File: config.mk
export PLATFORM = sky130hd
export DESIGN_NAME = udma_rxbuffer
export DESIGN_NICKNAME = d
export VERILOG_FILES = /design/src/rtl/hyper_rx_pkg.sv /design/src/rtl/udma_rxbuffer_acc.sv /design/src/rtl/udma_rxbuffer.sv
export SDC_FILE = /design/constraint.sdc
export NUM_CORES = 1
export LEC_CHECK = 0
export BUFFER_PORTS_ARGS = -buffer_cell sky130_fd_sc_hd__buf_2
export CORE_MARGIN = 2
export CORE_UTILIZATION = 55
export DETAILED_ROUTE_END_ITERATION = 8
export HOLD_SLACK_MARGIN = 0.12
export PLACE_DENSITY = 0.85
export REMOVE_ABC_BUFFERS = 1
export SETUP_SLACK_MARGIN = 0.2
export SLEW_MARGIN = 15
export SYNTH_ARGS = -nofsm -noshare
export SYNTH_HDL_FRONTEND = slang
export SYNTH_SLANG_ARGS = --single-unit
File: constraint.sdc
create_clock -name clk_i -period 7.75 [get_ports clk_i]
set_input_delay 0.775 -clock clk_i [delete_from_list [all_inputs] [get_ports clk_i]]
set_output_delay 0.775 -clock clk_i [all_outputs]
set_load 0.02 [all_outputs]
File: src/rtl/hyper_rx_pkg.sv
// Shared definitions for the HyperBus receive path: FSM encoding, accumulator
// depth and PHY byte-order helper.
package hyper_rx_pkg;

  localparam int unsigned AccBytes = 6;

  localparam logic [1:0] StIdle  = 2'd0;
  localparam logic [1:0] StRun   = 2'd1;
  localparam logic [1:0] StFlush = 2'd2;
  localparam logic [1:0] StDone  = 2'd3;

  // Returns the PHY word with the first-delivered byte in [7:0].
  function automatic logic [15:0] swap16(input logic [15:0] data, input logic swap);
    return swap ? {data[7:0], data[15:8]} : data;
  endfunction

endpackage

File: src/rtl/udma_rxbuffer_acc.sv
// Byte accumulator: pops bytes off the bottom, appends new bytes above the
// survivors. Bytes above the count are always kept at zero.
module udma_rxbuffer_acc
  import hyper_rx_pkg::*;
(
  input  logic        clk_i,
  input  logic        rst_ni,
  input  logic        clr_i,
  input  logic        push_i,
  input  logic [1:0]  push_n_i,
  input  logic [15:0] push_data_i,
  input  logic [2:0]  pop_n_i,
  output logic [31:0] head_d_o,
  output logic [2:0]  cnt_o,
  output logic [2:0]  cnt_d_o
);

  localparam int unsigned AccW = 8 * AccBytes;

  logic [AccW-1:0] acc_q, acc_d, shifted, ins;
  logic [2:0]      cnt_q, cnt_d, base;

  always_comb begin
    shifted = acc_q >> {pop_n_i, 3'b000};
    base    = cnt_q - pop_n_i;
    ins     = '0;
    if (push_i) begin
      ins[15:0] = (push_n_i == 2'd1) ? {8'h00, push_data_i[7:0]} : push_data_i;
    end
    acc_d = shifted | (ins << {base, 3'b000});
    cnt_d = base + (push_i ? {1'b0, push_n_i} : 3'd0);
    if (clr_i) begin
      acc_d = '0;
      cnt_d = '0;
    end
  end

  always_ff @(posedge clk_i or negedge rst_ni) begin
    if (!rst_ni) begin
      acc_q <= '0;
      cnt_q <= '0;
    end else begin
      acc_q <= acc_d;
      cnt_q <= cnt_d;
    end
  end

  assign head_d_o = acc_d[31:0];
  assign cnt_o    = cnt_q;
  assign cnt_d_o  = cnt_d;

endmodule

File: src/rtl/udma_rxbuffer.sv
// RX width adapter: packs 16-bit HyperBus PHY words into 32-bit little-endian
// uDMA words, with odd-start drop, byte-count trim and register-space bypass.
module udma_rxbuffer
  import hyper_rx_pkg::*;
#(
  parameter int unsigned TRANS_SIZE = 16
) (
  input  logic                  clk_i,
  input  logic                  rst_ni,
  input  logic                  start_i,
  input  logic                  abort_i,
  input  logic [TRANS_SIZE-1:0] cfg_len_i,
  input  logic                  cfg_odd_i,
  input  logic                  cfg_swap_i,
  input  logic                  cfg_addr_space_i,
  input  logic                  src_valid_i,
  output logic                  src_ready_o,
  input  logic [15:0]           src_data_i,
  output logic                  dst_valid_o,
  input  logic                  dst_ready_i,
  output logic [31:0]           dst_data_o,
  output logic                  dst_last_o,
  output logic [TRANS_SIZE-1:0] remained_o,
  output logic                  busy_o,
  output logic                  done_o
);

  logic [1:0]            state_q, state_d;
  logic [TRANS_SIZE-1:0] rem_q, rem_d;
  logic                  odd_q, odd_d, swap_q, swap_d, reg_q, reg_d;
  logic                  dst_valid_q, dst_valid_d, dst_last_q, dst_last_d;
  logic [31:0]           dst_data_q, dst_data_d;

  logic [2:0]            cnt_q, cnt_d, pop_cap, pop_avail, pop_n, out_cap, out_n;
  logic [31:0]           head_d;
  logic                  clr, push, hs;
  logic [15:0]           ordered, push_data;
  logic [1:0]            push_avail, push_n;
  logic [TRANS_SIZE-1:0] cnt_ext, cnt_d_ext, pop_ext, need, avail_ext, out_ext;

  assign cnt_ext     = {{(TRANS_SIZE-3){1'b0}}, cnt_q};
  assign cnt_d_ext   = {{(TRANS_SIZE-3){1'b0}}, cnt_d};
  assign pop_ext     = {{(TRANS_SIZE-3){1'b0}}, pop_n};
  assign src_ready_o = (state_q == StRun) && (cnt_q <= 3'd4) && (rem_q > cnt_ext);
  assign need        = rem_q - cnt_ext;
  assign push        = src_valid_i & src_ready_o & ~abort_i;
  assign hs          = dst_valid_q & dst_ready_i;
  assign clr         = abort_i | ((state_q == StIdle) & start_i);

  always_comb begin
    pop_cap   = reg_q ? 3'd2 : 3'd4;
    pop_avail = (cnt_q < pop_cap) ? cnt_q : pop_cap;
    pop_n     = hs ? pop_avail : 3'd0;

    ordered = swap16(src_data_i, swap_q & ~reg_q);
    if (odd_q) begin
      push_avail = 2'd1;
      push_data  = {8'h00, ordered[15:8]};
    end else begin
      push_avail = 2'd2;
      push_data  = ordered;
    end
    avail_ext = {{(TRANS_SIZE-2){1'b0}}, push_avail};
    // Trailing bytes beyond the requested length are dropped here.
    push_n = (need < avail_ext) ? need[1:0] : push_avail;
  end

  udma_rxbuffer_acc u_acc (
    .clk_i      (clk_i),
    .rst_ni     (rst_ni),
    .clr_i      (clr),
    .push_i     (push),
    .push_n_i   (push_n),
    .push_data_i(push_data),
    .pop_n_i    (pop_n),
    .head_d_o   (head_d),
    .cnt_o      (cnt_q),
    .cnt_d_o    (cnt_d)
  );

  always_comb begin
    state_d = state_q;
    rem_d   = (rem_q > pop_ext) ? (rem_q - pop_ext) : '0;
    odd_d   = odd_q & ~push;
    swap_d  = swap_q;
    reg_d   = reg_q;
    case (state_q)
      StIdle: begin
        if (start_i) begin
          rem_d   = cfg_len_i;
          odd_d   = cfg_odd_i & ~cfg_addr_space_i;
          swap_d  = cfg_swap_i;
          reg_d   = cfg_addr_space_i;
          state_d = (cfg_len_i == '0) ? StDone : StRun;
        end
      end
      StRun: begin
        if (rem_d == '0)            state_d = StDone;
        else if (rem_d == cnt_d_ext) state_d = StFlush;
      end
      StFlush: begin
        if (rem_d == '0) state_d = StDone;
      end
      default: state_d = StIdle;
    endcase
    if (abort_i) begin
      state_d = StIdle;
      rem_d   = '0;
      odd_d   = 1'b0;
    end
  end

  // Output register mirrors the next accumulator head, so it holds by itself
  // while the consumer stalls.
  always_comb begin
    out_cap     = reg_d ? 3'd2 : 3'd4;
    out_n       = (cnt_d < out_cap) ? cnt_d : out_cap;
    out_ext     = {{(TRANS_SIZE-3){1'b0}}, out_n};
    dst_valid_d = ((state_d == StRun) || (state_d == StFlush)) && (cnt_d != 3'd0) &&
                  ((cnt_d >= out_cap) || (cnt_d_ext == rem_d));
    dst_data_d  = '0;
    if (dst_valid_d) dst_data_d = reg_d ? {16'h0000, head_d[15:0]} : head_d;
    dst_last_d  = dst_valid_d && (out_ext == rem_d);
  end

  always_ff @(posedge clk_i or negedge rst_ni) begin
    if (!rst_ni) begin
      state_q     <= StIdle;
      rem_q       <= '0;
      odd_q       <= 1'b0;
      swap_q      <= 1'b0;
      reg_q       <= 1'b0;
      dst_valid_q <= 1'b0;
      dst_last_q  <= 1'b0;
      dst_data_q  <= '0;
    end else begin
      state_q     <= state_d;
      rem_q       <= rem_d;
      odd_q       <= odd_d;
      swap_q      <= swap_d;
      reg_q       <= reg_d;
      dst_valid_q <= dst_valid_d;
      dst_last_q  <= dst_last_d;
      dst_data_q  <= dst_data_d;
    end
  end

  assign dst_valid_o = dst_valid_q;
  assign dst_data_o  = dst_data_q;
  assign dst_last_o  = dst_last_q;
  assign remained_o  = rem_q;
  assign busy_o      = (state_q == StRun) || (state_q == StFlush);
  assign done_o      = (state_q == StDone);

endmodule

# After elaboration in Yosys (flattened, before gate mapping)
# Index checks and enable logic that the tools add are counted.
word_totals:
  reg_bits: 106
  input_bits: 41
  word_cells: 90
classes:
  n_addsub: 4
  magnitude_cmp: 7
  n_eq_ne: 9
  n_shift: 2
  mux: 32
  n_bitwise: 13
  reduce_logical: 13
op_table:
  columns: ["operator", "count"]
  rows:
  - ["2-to-1 mux 16 bit", 8]
  - ["2-to-1 mux 32 bit", 2]
  - ["2-to-1 mux 48 bit", 1]
  - ["OR 48 bit", 1]
  - ["left shift 16 x 6 -> 48 bit", 1]
  - [">> shifter 48 x 6 -> 48 bit", 1]
  - ["== test 3 x 16 -> 1 bit", 2]
  - ["> comparator 16 x 3 -> 1 bit", 2]
  - ["logical NOT 16 bit", 2]
  - ["subtractor 16 x 3 -> 16 bit", 2]
  - ["2-to-1 mux 2 bit", 9]
  - ["2-to-1 mux 3 bit", 6]
  - ["== test 16 x 3 -> 1 bit", 1]
  - ["less-than comparator 16 x 2 -> 1 bit", 1]
  - ["AND 1 bit", 7]
  - ["== test 2 x 1 -> 1 bit (second input constant)", 3]
  - ["== test 2 bit (second input constant)", 3]
  - ["less-than comparator 3 bit", 2]
  - ["one-hot mux 2 bit (3 select lines)", 1]
  - ["logical AND 1 bit", 5]
  - ["2-to-1 mux 1 bit", 5]
  - ["inverter 1 bit", 4]
  - ["adder 3 bit", 1]
  - [">= comparator 3 bit", 1]
  - ["other kinds (7)", 9]

# Depth between registers and ports, before layout
logic_depth:
  depth_word: 18
  mapped_depth: 25
  ltp_nobuf: 22

# Modules after synthesis
# From an unflattened synthesis, not the netlist that was laid out.
unflattened:
  hier_cells: 822
  area_unflattened_um2: 7469.7
by_module_without_submodules:
  columns: ["module", "n_inst", "cells_each", "area_each_um2", "seq_area_each_um2"]
  rows:
  - ["udma_rxbuffer_acc", 1, 417, 3797.4, 1276.2]
  - ["udma_rxbuffer", 1, 405, 3672.3, 1376.3]

# Worst setup path before layout
# OpenSTA, ideal clock, no wires.
synth_timing:
  path_kind: "flip-flop to flip-flop"
  start: "reg rem_q[0], in the netlist remained_o[0]"
  end: "reg dst_data_q[21], in the netlist dst_data_o[21]"
  setup_ps: 80
  t_arrival_ps: 5368
  t_required_ps: 7670
  path_slack_ps: 2302
  path_stages_with_launch: 25
  n_path_buf: 3
  period_less_slack_ps: 5448
  cell_sequence: "dfrtp_1 inv_1 ha_1 fa_1 inv_1 ha_1 or4_1 a2111o_1 nor3_1 a211oi_1 ha_1 fa_1 xnor3_1 nand2_1 inv_1 ha_1 o21ai_0 a41oi_1 o21a_1 buf_6 nor2b_1 clkbuf_2 dlymetal6s2s_1 nand2_1 nor3_2"
synth_via:
  elab_chain_cells: 17
  word_cells_on_any_way: 40
synth_rtl:
  columns: ["item", "line_no", "text"]
  rows:
  - ["from (decl)", "udma_rxbuffer.sv:29", "logic [TRANS_SIZE-1:0] rem_q, rem_d;"]
  - ["from (signal assigned)", "udma_rxbuffer.sv:138", "rem_q <= rem_d;"]
  - ["branches (longest 4 deep; another with subtractor 16 x 3 -> 16 bit)", null, null]
  - ["2-to-1 mux 2 bit (*)", "udma_rxbuffer_acc.sv:31", "cnt_d = base + (push_i ? {1'b0, push_n_i} : 3'd0);"]
  - ["adder 3 bit (*)", "udma_rxbuffer_acc.sv:31", null]
  - ["2-to-1 mux 3 bit (*)", "udma_rxbuffer_acc.sv:32", "if (clr_i) begin"]
  - ["named net cnt_d[2]", "udma_rxbuffer.sv:34", "logic [2:0] cnt_q, cnt_d, pop_cap, pop_avail, pop_n, out_cap, out_n;"]
  - ["== test 16 x 3 -> 1 bit", "udma_rxbuffer.sv:99", "else if (rem_d == cnt_d_ext) state_d = StFlush;"]
  - ["2-to-1 mux 2 bit", "udma_rxbuffer.sv:99", null]
  - ["2-to-1 mux 2 bit", "udma_rxbuffer.sv:98", "if (rem_d == '0) state_d = StDone;"]
  - ["one-hot mux 2 bit (3 select lines)", "udma_rxbuffer.sv:87", "case (state_q)"]
  - ["2-to-1 mux 2 bit", "udma_rxbuffer.sv:106", "if (abort_i) begin"]
  - ["== test 2 x 1 -> 1 bit / == test 2 bit (equally long branches)", "udma_rxbuffer.sv:119", "dst_valid_d = ((state_d == StRun) || (state_d == StFlush)) && (cnt_d != 3'd0) &&"]
  - ["logical OR 1 bit", "udma_rxbuffer.sv:119", null]
  - ["logical AND 1 bit", "udma_rxbuffer.sv:119", null]
  - ["logical AND 1 bit (*)", "udma_rxbuffer.sv:119", null]
  - ["2-to-1 mux 32 bit (*)", "udma_rxbuffer.sv:122", "if (dst_valid_d) dst_data_d = reg_d ? {16'h0000, head_d[15:0]} : head_d;"]
  - ["named net dst_data_d[21]", "udma_rxbuffer.sv:32", "logic [31:0] dst_data_q, dst_data_d;"]
  - ["to (signal assigned)", "udma_rxbuffer.sv:144", "dst_data_q <= dst_data_d;"]
  - ["to (decl)", "udma_rxbuffer.sv:32", null]
# Mark *: on every way through the listed nets, which the timed path passes.
# A chain may end at the register's enable or synchronous reset.

# Final worst setup path
layout_timing:
  start: "reg u_acc.cnt_q[0], in the netlist u_acc.cnt_o[0]"
  end: "reg dst_data_q[0], in the netlist dst_data_o[0]"
layout_via:
  elab_chain_cells: 18
  word_cells_on_any_way: 47
layout_rtl:
  columns: ["item", "line_no", "text"]
  rows:
  - ["from (decl)", "udma_rxbuffer_acc.sv:21", "logic [2:0] cnt_q, cnt_d, base;"]
  - ["from (signal assigned)", "udma_rxbuffer_acc.sv:44", "cnt_q <= cnt_d;"]
  - ["branches (longest 17 deep; another with subtractor 16 x 3 -> 16 bit)", null, null]
  - ["2-to-1 mux 32 bit (*)", "udma_rxbuffer.sv:122", null]
  - ["named net dst_data_d[0]", "udma_rxbuffer.sv:32", null]
# Marks and branches as above.

==> reports/results.tsv <==
stage	metric	value	unit
global_route	grt_max_degree	64	
critical_path	crit_chain	ha_1, fa_1, inv_1, ha_1, or4_1, a2111o_1, nor3_1, a211oi_1, ha_1, fa_1, xnor3_1, nand2_1, xor2_1, a2111oi_2, a221o_2, xnor2_4, buf_4, nor3_1	
synthesis	syn_avg_cell_area	9.35	um^2
cts	clock-sinks	106	
worst_hold_path	hold_class	input pin to async pin	
timing	max_freq	168	MHz
critical_path	path_max_fanout	19	
final_layout	multi_input_area	4420	um^2
route	first_iter_violations	1051	
synthesis	synth-main-ff-cell	dfrtp_1	
floorplan	start_util	56.5	%
critical_path	slowest_delay	0.59	ns
timing	skew	0.00995	ns
global_route	first_global_vias	6858	
critical_path	r2r_slack	1.79	ns
critical_path	timing.rr.start	u_acc.cnt_o[0]$_DFF_PN0_	
synthesis	synthArstFlopShare	100	%
critical_path	crit_family	adder cells	
critical_path	path_buf_inv	2	
cts	cts_root_buf	clkbuf_16	
power_and_ir_drop	power.total	0.00169	W
cts	path_clk_slew	0.07	ns
floorplan	pin_count	94	
placed_design	dp.cells	1033	
synthesis	syn_area	7510	um^2
global_route	grt_pass1_wl	34900	um
critical_path	critPathLaunchType	flip-flop	
critical_path	cpMostUsedCell	ha_1	
final_layout	drive_above_1_share	23.1	%
timing	rsz0062_at_grt	no	
critical_path	end_kind	flip-flop	
final_layout	final_util	61.9	%
route	wl_per_cell	20.9	um
outcome	status	completed	
synthesis	synth_edf_count	0	
timing	period_share	77.0	%
timing	slew_headroom	20.9	%
synthesis	synthCells	803	
cts	htreeDepth	3	
power_and_ir_drop	peakVddDrop	0.136	mV
power_and_ir_drop	power_density	206	nW/um^2
cts	cts_tree	done	
floorplan	die_w	121	um
route	wirelength	21900	um
cts	holdBufCountCts	0	
critical_path	crit_arrival	6.19	ns
critical_path	worstPathRequired	7.98	ns
route	vias	7070	
placed_design	port_buffers	93	
cts	cts_made_buffers	9	
global_route	antenna_found_initial	0	
timing	tightest_slew	1.18	ns
final_layout	antennaDiodeCount	0	
final_layout	area_growth	9.55	%
route	vias_per_cell	6.74	
global_route	track_usage	30.6	%
synthesis	ys_ff_latch	106	
critical_path	cp-startpoint	u_acc.cnt_o[0]$_DFF_PN0_	
timing	finalHoldViolCount	0	
final_layout	fin_nets	930	
floorplan	die_h	121	um
placed_design	routabilityCongestion	0.955	
synthesis	ys_types	85	
floorplan	core_area	13300	um^2
floorplan	rows	42	
power_and_ir_drop	p_leak	3.84	nW
synthesis	synth_warnings	0	
timing	finalSetupViolCount	0	
timing	min_period	5.96	ns
final_layout	fill_cells	1132	
cts	clock_path_buffers	2	
route	postRouteAntennaNets	0	
flow_run	max_cap_viol_count	0	
route	first_pass_iters	6	
final_layout	seqCellArea	2650	um^2
critical_path	r2r_end	dst_data_o[0]$_DFF_PN0_	
cts	post_cts_resized	0	
placed_design	hpwl	14900	um
synthesis	ys_seq_area_share	35.3	%
floorplan	die-area	14600	um^2
critical_path	slowest_stage	xnor2_4	
critical_path	cp-endpoint	dst_data_o[0]$_DFF_PN0_	
cts	cts_setup_buffers	0	
critical_path	path_depth	18	
timing	slew_viol_final	0	
critical_path	reg2reg_depth	18	
global_route	gr-total-overflow	0	
critical_path	path_class	flip-flop to flip-flop	
cts	insertion_delay	0.36	ns
route	drc	0	
final_layout	fin_cells	1049	
[logic make-up after synthesis]
group                      share of synthesized area, %
AOI/OAI and AO/OA                                  17.7
DFF                                                35.3
buffers and inverters                              6.11
muxes                                              11.6
adders and majority gates                          3.90
and+or+nand+nor                                    22.3
xor gates and xnor gates                           3.12
[cell usage in the layout, fill, tap and decap left out, drive strengths merged, types with 11 or more instances in the layout]
cell,synthesis,routed
clkbuf,27,11
ha,17,17
nand3,29,29
a21oi,11,11
xnor2,15,15
a22o,11,11
inv,32,34
dfrtp,106,106
nor3,46,46
nand2,115,115
o21ai,17,17
nor2,83,83
o22ai,18,18
mux2i,59,59
buf,19,103
[power by group]
part           internal [W]  total, W  switching [W]
logic              0.000206  0.000642       0.000437
clock network      0.000220  0.000441       0.000220
registers          0.000573  0.000611      0.0000382
[synthesized netlist by cell type, types with 3 or more instances]
library cell  count  area share [%]
nand2_1         115             5.7
dfrtp_1         106              35
nor2_1           82             4.1
mux2i_1          59             7.9
nor3_2           32             4.3
inv_1            30             1.5
nand3_1          29             1.9
clkbuf_1         22             1.1
o22ai_1          18             1.5
ha_1             17             2.8
o21ai_0          15             1.0
nor3_1           14            0.93
xnor2_1          14             1.6
a21oi_1          11            0.73
a221oi_1         10             1.2
a22o_1           10             1.2
o2bb2ai_1        10             1.2
or2_2            10            0.83
a21o_1            9            0.90
a22oi_1           9            0.90
mux2_2            9             1.3
o211ai_1          9            0.90
a32oi_1           8            0.93
buf_6             8             1.2
mux4_2            8             2.4
nor4_1            8            0.67
o221ai_1          8            0.93
o32ai_1           8            0.93
nor2b_1           7            0.58
xor2_1            7            0.82
a31oi_1           6            0.50
buf_2             6            0.40
o21a_1            5            0.50
clkbuf_8          4            0.73
fa_1              4             1.1
nand4_1           4            0.33
a211oi_1          3            0.30
and2_1            3            0.25
and3_1            3            0.25
nand3b_1          3            0.30
nor3b_1           3            0.30
or3_1             3            0.25
or4_1             3            0.30
[through the flow]
| stage | TNS (ns) | area (um^2) | hold slack, ns | worst slack [ns] |
|---|---|---|---|---|
| 3_3_place_gp | 0 | 7960 | 0.502 | 2.04 |
| 2_1_floorplan | -1.38 | 7170 | 0.438 | -0.0869 |
| 5_1_grt | 0 | 8230 | 0.467 | 1.48 |
| 4_1_cts | 0 | 8230 | 0.449 | 1.81 |
| 6_report | 0 | 8230 | 0.410 | 1.79 |
| 3_5_place_dp | 0 | 7960 | 0.497 | 1.84 |
[how the worst min path moves through the flow]
stage | startpoint | endpoint | slack (ns) | cells past startpoint
after global placement | swap_q$_DFFE_PN0P_ | swap_q$_DFFE_PN0P_ | 0.50 | 2
after CTS | rst_ni | remained_o[5]$_DFF_PN0_ | 0.45 | 1
after global routing | rst_ni | remained_o[5]$_DFF_PN0_ | 0.47 | 1
after detailed placement | swap_q$_DFFE_PN0P_ | swap_q$_DFFE_PN0P_ | 0.50 | 2
final | rst_ni | remained_o[3]$_DFF_PN0_ | 0.41 | 1
after floorplan | swap_q$_DFFE_PN0P_ | swap_q$_DFFE_PN0P_ | 0.44 | 2
[flip-flops by register name (all words and copies together) (netlist names), 2 cells and up]
register / count
u_acc.cnt_o: 3
u_acc.acc_q: 48
state_q: 2
remained_o: 16
dst_data_o: 32
[metal layers]
| layer | GRT usage, % | part of all wire [%] | wire length [um] | vias up |
|---|---|---|---|---|
| li1 | - | - | - | 3074 |
| met3 | 6.11 | 11 | 2520 | 113 |
| met5 | 0 | 0 | 0 | - |
| met1 | 41.5 | 39 | 8650 | 3336 |
| met4 | 15.6 | 4.0 | 885 | 0 |
| met2 | 46.8 | 45 | 9860 | 547 |
[final cells by class]
cell class	count	area share (%)
clock buffer	11	2.83
clock inverter	5	0.456
inverter	32	1.46
multi-input combinational	616	53.7
sequential	106	32.2
tap	176	2.68
timing repair buffer	103	6.60
No activity file was read; power rests on OpenSTA's default activity.
